## src/rtl/logic_gate_pkg.sv

```systemverilog
// logic_gate_pkg
// Shared definitions for the logic_gate_pipe slice: the width of the
// operation select and the encoding of the eight bitwise operations.
// No ports; imported by logic_gate_pipe and its testbench.
package logic_gate_pkg;

  localparam int OP_W = 3;

  // Every 3-bit code is a real operation, so there is no illegal-op path.
  typedef enum logic [OP_W-1:0] {
    OP_AND  = 3'd0,
    OP_OR   = 3'd1,
    OP_NAND = 3'd2,
    OP_NOR  = 3'd3,
    OP_XOR  = 3'd4,
    OP_XNOR = 3'd5,
    OP_NOT  = 3'd6,
    OP_BUF  = 3'd7
  } op_e;

endpackage

```

## src/rtl/logic_gate_stage.sv

```systemverilog
// logic_gate_stage
// One valid/ready register slice of the logic_gate_pipe pipeline.
// Ports:
//   clk, rst         clock and synchronous active-high reset
//   up_valid/up_data upstream stage (or the op decode for stage 0)
//   down_ready       downstream slice is loading this cycle (out_ready for the last)
//   ready            this slice loads this cycle (combinational)
//   valid/data       registered contents of the slice
module logic_gate_stage
  import logic_gate_pkg::*;
#(
  parameter int WIDTH = 8
) (
  input  logic             clk,
  input  logic             rst,
  input  logic             up_valid,
  input  logic [WIDTH-1:0] up_data,
  input  logic             down_ready,
  output logic             ready,
  output logic             valid,
  output logic [WIDTH-1:0] data
);

  // The slice can take new data when it is empty or when its current
  // contents leave this cycle; this term chains back combinationally so a
  // full pipeline still streams one item per cycle.
  assign ready = !valid || down_ready;

  // Data only changes when a valid item arrives, so an empty last stage
  // keeps showing the last emitted result and a stalled stage holds steady.
  always_ff @(posedge clk) begin
    if (rst) begin
      valid <= 1'b0;
      data  <= '0;
    end else if (ready) begin
      valid <= up_valid;
      if (up_valid) begin
        data <= up_data;
      end
    end
  end

endmodule

```

## src/rtl/logic_gate_pipe.sv

```systemverilog
// logic_gate_pipe
// Registered two-operand bitwise logic unit behind a STAGES-deep
// valid/ready pipeline with full backpressure.
// Parameters: WIDTH (>= 1) operand width, STAGES (1..4) depth = latency.
// Ports:
//   clk, rst            clock and synchronous active-high reset
//   in_valid, in_ready  producer handshake for op/in1/in2
//   op                  operation select (see logic_gate_pkg)
//   in1, in2            operands
//   out_valid, out_ready consumer handshake for y
//   y                   result (last stage data register)
//   busy                at least one stage holds a result
module logic_gate_pipe
  import logic_gate_pkg::*;
#(
  parameter int WIDTH  = 8,
  parameter int STAGES = 2
) (
  input  logic             clk,
  input  logic             rst,
  input  logic             in_valid,
  output logic             in_ready,
  input  logic [OP_W-1:0]  op,
  input  logic [WIDTH-1:0] in1,
  input  logic [WIDTH-1:0] in2,
  output logic             out_valid,
  input  logic             out_ready,
  output logic [WIDTH-1:0] y,
  output logic             busy
);

  if (WIDTH < 1) begin : g_bad_width
    $error("logic_gate_pipe: WIDTH must be at least 1");
  end
  if (STAGES < 1 || STAGES > 4) begin : g_bad_stages
    $error("logic_gate_pipe: STAGES must be in 1..4");
  end

  logic [WIDTH-1:0] result;
  logic [STAGES-1:0] v;
  logic [WIDTH-1:0] d [STAGES];
  // Unpacked so each link of the ready chain is its own signal rather than
  // bits of one vector feeding each other.
  logic rdy [STAGES+1];

  // The whole computation happens here in front of stage 0; later stages
  // only carry the result forward.
  always_comb begin
    result = '0;
    case (op_e'(op))
      OP_AND:  result = in1 & in2;
      OP_OR:   result = in1 | in2;
      OP_NAND: result = ~(in1 & in2);
      OP_NOR:  result = ~(in1 | in2);
      OP_XOR:  result = in1 ^ in2;
      OP_XNOR: result = ~(in1 ^ in2);
      OP_NOT:  result = ~in1;
      OP_BUF:  result = in1;
      default: result = '0;
    endcase
  end

  assign rdy[STAGES] = out_ready;

  for (genvar i = 0; i < STAGES; i++) begin : g_stage
    logic             up_v;
    logic [WIDTH-1:0] up_d;

    if (i == 0) begin : g_first
      assign up_v = in_valid;
      assign up_d = result;
    end else begin : g_next
      assign up_v = v[i-1];
      assign up_d = d[i-1];
    end

    logic_gate_stage #(.WIDTH(WIDTH)) u_stage (
      .clk        (clk),
      .rst        (rst),
      .up_valid   (up_v),
      .up_data    (up_d),
      .down_ready (rdy[i+1]),
      .ready      (rdy[i]),
      .valid      (v[i]),
      .data       (d[i])
    );
  end

  assign in_ready  = rdy[0];
  assign out_valid = v[STAGES-1];
  assign y         = d[STAGES-1];
  assign busy      = |v;

endmodule

```

## config.mk

```make
export PLATFORM = sky130hd
export DESIGN_NAME = logic_gate_pipe
export DESIGN_NICKNAME = d
export VERILOG_FILES = /design/src/rtl/logic_gate_pkg.sv /design/src/rtl/logic_gate_stage.sv /design/src/rtl/logic_gate_pipe.sv
export SDC_FILE = /design/constraint.sdc
export NUM_CORES = 1
export LEC_CHECK = 0
export BUFFER_PORTS_ARGS = -buffer_cell sky130_fd_sc_hd__buf_2
export CAP_MARGIN = 10
export CORE_MARGIN = 2
export CORE_UTILIZATION = 45
export CTS_CLUSTER_DIAMETER = 200
export DETAILED_ROUTE_END_ITERATION = 7
export PLACE_DENSITY = 0.77
export SLEW_MARGIN = 0
export SYNTH_ARGS = -nofsm -noshare
export SYNTH_HDL_FRONTEND = slang
export SYNTH_SLANG_ARGS = --single-unit
```

## constraint.sdc

```tcl
create_clock -name clk -period 1.45 [get_ports clk]
set_clock_uncertainty 0.05 [all_clocks]
set_input_delay 0.2175 -clock clk [delete_from_list [all_inputs] [get_ports clk]]
set_output_delay 0.2175 -clock clk [all_outputs]
set_load 0.01 [all_outputs]
```

==> flow_summary.json <==
{
  "cpMaxStageDelayCell": "dfxtp_1",
  "timing.fmax_mhz": 749.6,
  "grt_pass1_wl_um": 5368,
  "powerDensity_nw_per_um2": 618.9,
  "antenna_left": 0,
  "synth-seq-cells": 18,
  "r2r_end": "g_stage[0].u_stage.data[7]$_SDFFE_PP0P_",
  "synthDistinctLibCells": 26,
  "io_buffers": 33,
  "seq_area_frac_synth_pct": 24.26,
  "routedWlPerCell_um": 11.13,
  "synth-simple-area-share_pct": 17.94,
  "final_hold_viol_count": 0,
  "synth_compound_area_share_pct": 21.57,
  "required_ns": 1.18,
  "clock_path_buffers": 2,
  "dr.pass1.iters": 4,
  "fill_cells": 301,
  "cp_max_fo": 4,
  "chipWidth_um": 61.45,
  "grt_max_degree": 25,
  "crit_type": "reg -> out",
  "cp_num_buf_inv": 1,
  "status": "finished clean",
  "vias": 1441,
  "postCtsSetupRepairBufs": 0,
  "num_antenna_cells": 0,
  "hold_buffers": 0,
  "clock-sinks": 18,
  "cts_made_buffers": 3,
  "final_cell_area_um2": 1892,
  "swShare_pct": 29.88,
  "crit_path_start": "g_stage[1].u_stage.valid$_SDFFE_PP0P_",
  "async_reset_ff_share_pct": 0,
  "crit_arrival_ns": 1.07,
  "wirelength_um": 3149,
  "grt_setup_unrepaired": "no",
  "routed_via_density": 5.092,
  "slew_headroom_pct": 63.05,
  "seqPwrFrac_pct": 45.8,
  "cts-root-buf": "clkbuf_4",
  "post-place-ws_ns": -0.04104,
  "drive_gt1_share_pct": 27.62,
  "ys_warn_count": 0,
  "muxShareOfSynthArea_pct": 5.392,
  "drcViolationCount": 0,
  "clock_latency_ns": 0.28,
  "fin_nets": 280,
  "synth-adder-area-share_pct": 13.48,
  "synthCells": 191,
  "ff2ff_path_depth": 5,
  "synth_top_family_by_area": "compound AO/OA/AOI/OAI gates",
  "switching_power_w": 0.0003498,
  "slowest_delay_ns": 0.34,
  "syn2layout_area_growth_pct": 27.38,
  "track_usage_pct": 18.46,
  "hold_path.class": "in -> reg",
  "io_pins": 34,
  "rr_startpoint": "g_stage[1].u_stage.valid$_SDFFE_PP0P_",
  "core_region_area_um2": 3103,
  "leakage_nw": 0.9440,
  "synthesis.nets": 230,
  "overflow": 0,
  "min_from": "in_valid",
  "intPower_w": 0.0008210,
  "fin_crit_ns": 1.334,
  "final_util_pct": 60.97,
  "synth_ff_type": "dfxtp_1",
  "die_area_um2": 3776,
  "antenna_found_initial": 0,
  "min_path_cells": 3,
  "dieHeight_um": 61.45,
  "finalWeightedCongestion": 0.7618,
  "cts_tree": "done",
  "setup_ws_ns": 0.1160,
  "end_kind": "output pin",
  "crit_chain": "nor2b_2, nand2_1, buf_2",
  "drv_cap": 0,
  "setup_viol": 0,
  "min_to": "g_stage[0].u_stage.valid$_SDFFE_PP0N_",
  "critPathTopFamily": "flip-flops",
  "worstMarginPinSlew_ns": 0.5531,
  "path_clk_slew_ns": 0.09,
  "slew_viol_final": 0,
  "drtIter0Drc": 55,
  "rows": 20,
  "pwr-share-comb_pct": 34.2,
  "avgSynthCellArea_um2": 7.776,
  "post-route-period-util_pct": 92.00,
  "grt_pass1_vias": 1276,
  "reg2reg_slack_ns": 0.15,
  "synthXorXnorAreaFrac_pct": 4.718,
  "h-tree-depth": 1,
  "start_util_pct": 47.86,
  "synth_area_um2": 1485,
  "place_area_um2": 1864,
  "path_depth": 3,
  "synth_edf_count": 0,
  "start_kind": "register",
  "ir_drop_mv": 0.2774,
  "clkPwrFrac_pct": 19.9,
  "dp_hpwl_um": 2534
}
## routing by layer
metal	vias up	routed length (um)	GRT usage, %
met5	-	0	0
met4	0	26	7.903
met3	4	145	1.681
met2	38	1429	29.18
met1	640	1547	25.66
li1	759	-	-
## worst max path at each step
stage | to | slack [ns]
after floorplan | g_stage[0].u_stage.data[0]$_SDFFE_PP0P_ | 0.06
after global placement | g_stage[0].u_stage.data[3]$_SDFFE_PP0P_ | -0.02
after detailed placement | g_stage[0].u_stage.data[6]$_SDFFE_PP0P_ | -0.04
after CTS | in_ready | 0.05
after global routing | in_ready | 0.02
final | in_ready | 0.12
## logic make-up (layout without fill, tap and decap cells)
family	Yosys count	after routing
compound gates	50	50
xor+xnor	8	8
fa+ha+maj	16	16
buf+inv	40	88
flops	18	18
mux	8	8
simple gates	51	51
## sequential cells by signal, indices dropped and copies added, names as in the netlist
register               count
g_stage.u_stage.data      16
g_stage.u_stage.valid      2
## stage by stage
step                      TNS [ns]  hold WS, ns  total power [W]  std cells
after CTS                        0       0.1282         0.001183        283
after floorplan                  0       0.2970        0.0007895        191
after global routing             0       0.1431         0.001254        283
final                            0       0.1369         0.001171        283
after global placement    -0.05250       0.4024        0.0009333        280
after detailed placement   -0.1383       0.4154        0.0009474        280
## cell usage in the layout, fill, tap and decap left out, drive strengths merged, types with 11 or more instances in the layout
cell	n
a21oi	18
buf	60
dfxtp	18
ha	16
inv	25
nand2	18
nor2	11
## synthesized netlist by cell type, types with 6 or more instances
| library cell | n | area, um2 |
|---|---|---|
| nor3b_1 | 8 | 60.06 |
| a21oi_1 | 18 | 90.09 |
| dfxtp_1 | 18 | 360.4 |
| nand2_1 | 18 | 67.56 |
| inv_1 | 25 | 93.84 |
| o211ai_1 | 8 | 60.06 |
| buf_2 | 6 | 30.03 |
| o21ai_0 | 7 | 35.03 |
| nor2_1 | 11 | 41.29 |
| a32o_1 | 8 | 80.08 |
| mux2i_1 | 8 | 80.08 |
| or4_1 | 8 | 60.06 |
| xnor2_1 | 8 | 70.07 |
| ha_1 | 16 | 200.2 |
| a31oi_1 | 8 | 50.05 |
## worst register-to-register path: stages (launching register included)
cell	delay (ns)
dfxtp_1	0.32
nor2b_2	0.16
nand2_1	0.12
nand2_1	0.08
nor2_2	0.29
a32o_1	0.23
## power groups by stage
stage	clock (W)	sequential, W	combinational, W
after floorplan	0	0.000547	0.000242
after global placement	0	0.000547	0.000386
after detailed placement	0	0.000548	0.000399
after CTS	0.000245	0.000536	0.000402
after global routing	0.000262	0.000540	0.000452
final	0.000233	0.000536	0.000401
## final cells by class
type,instances,area [um2],share of cell area [%]
clock buffers,3,22.52,1.190
flip-flops and latches,18,360.3,19.05
inverters,25,93.84,4.960
well taps,44,55.05,2.910
multi-input cells,133,942.2,49.80
repair buffers,60,417.9,22.09
## timing repair
action                                  4_1_cts  5_1_grt
endpoints found under the setup margin        1        1
gates resized for setup                       1        1
endpoints found under the hold margin         0        0
(Power assumes the default switching activity.)
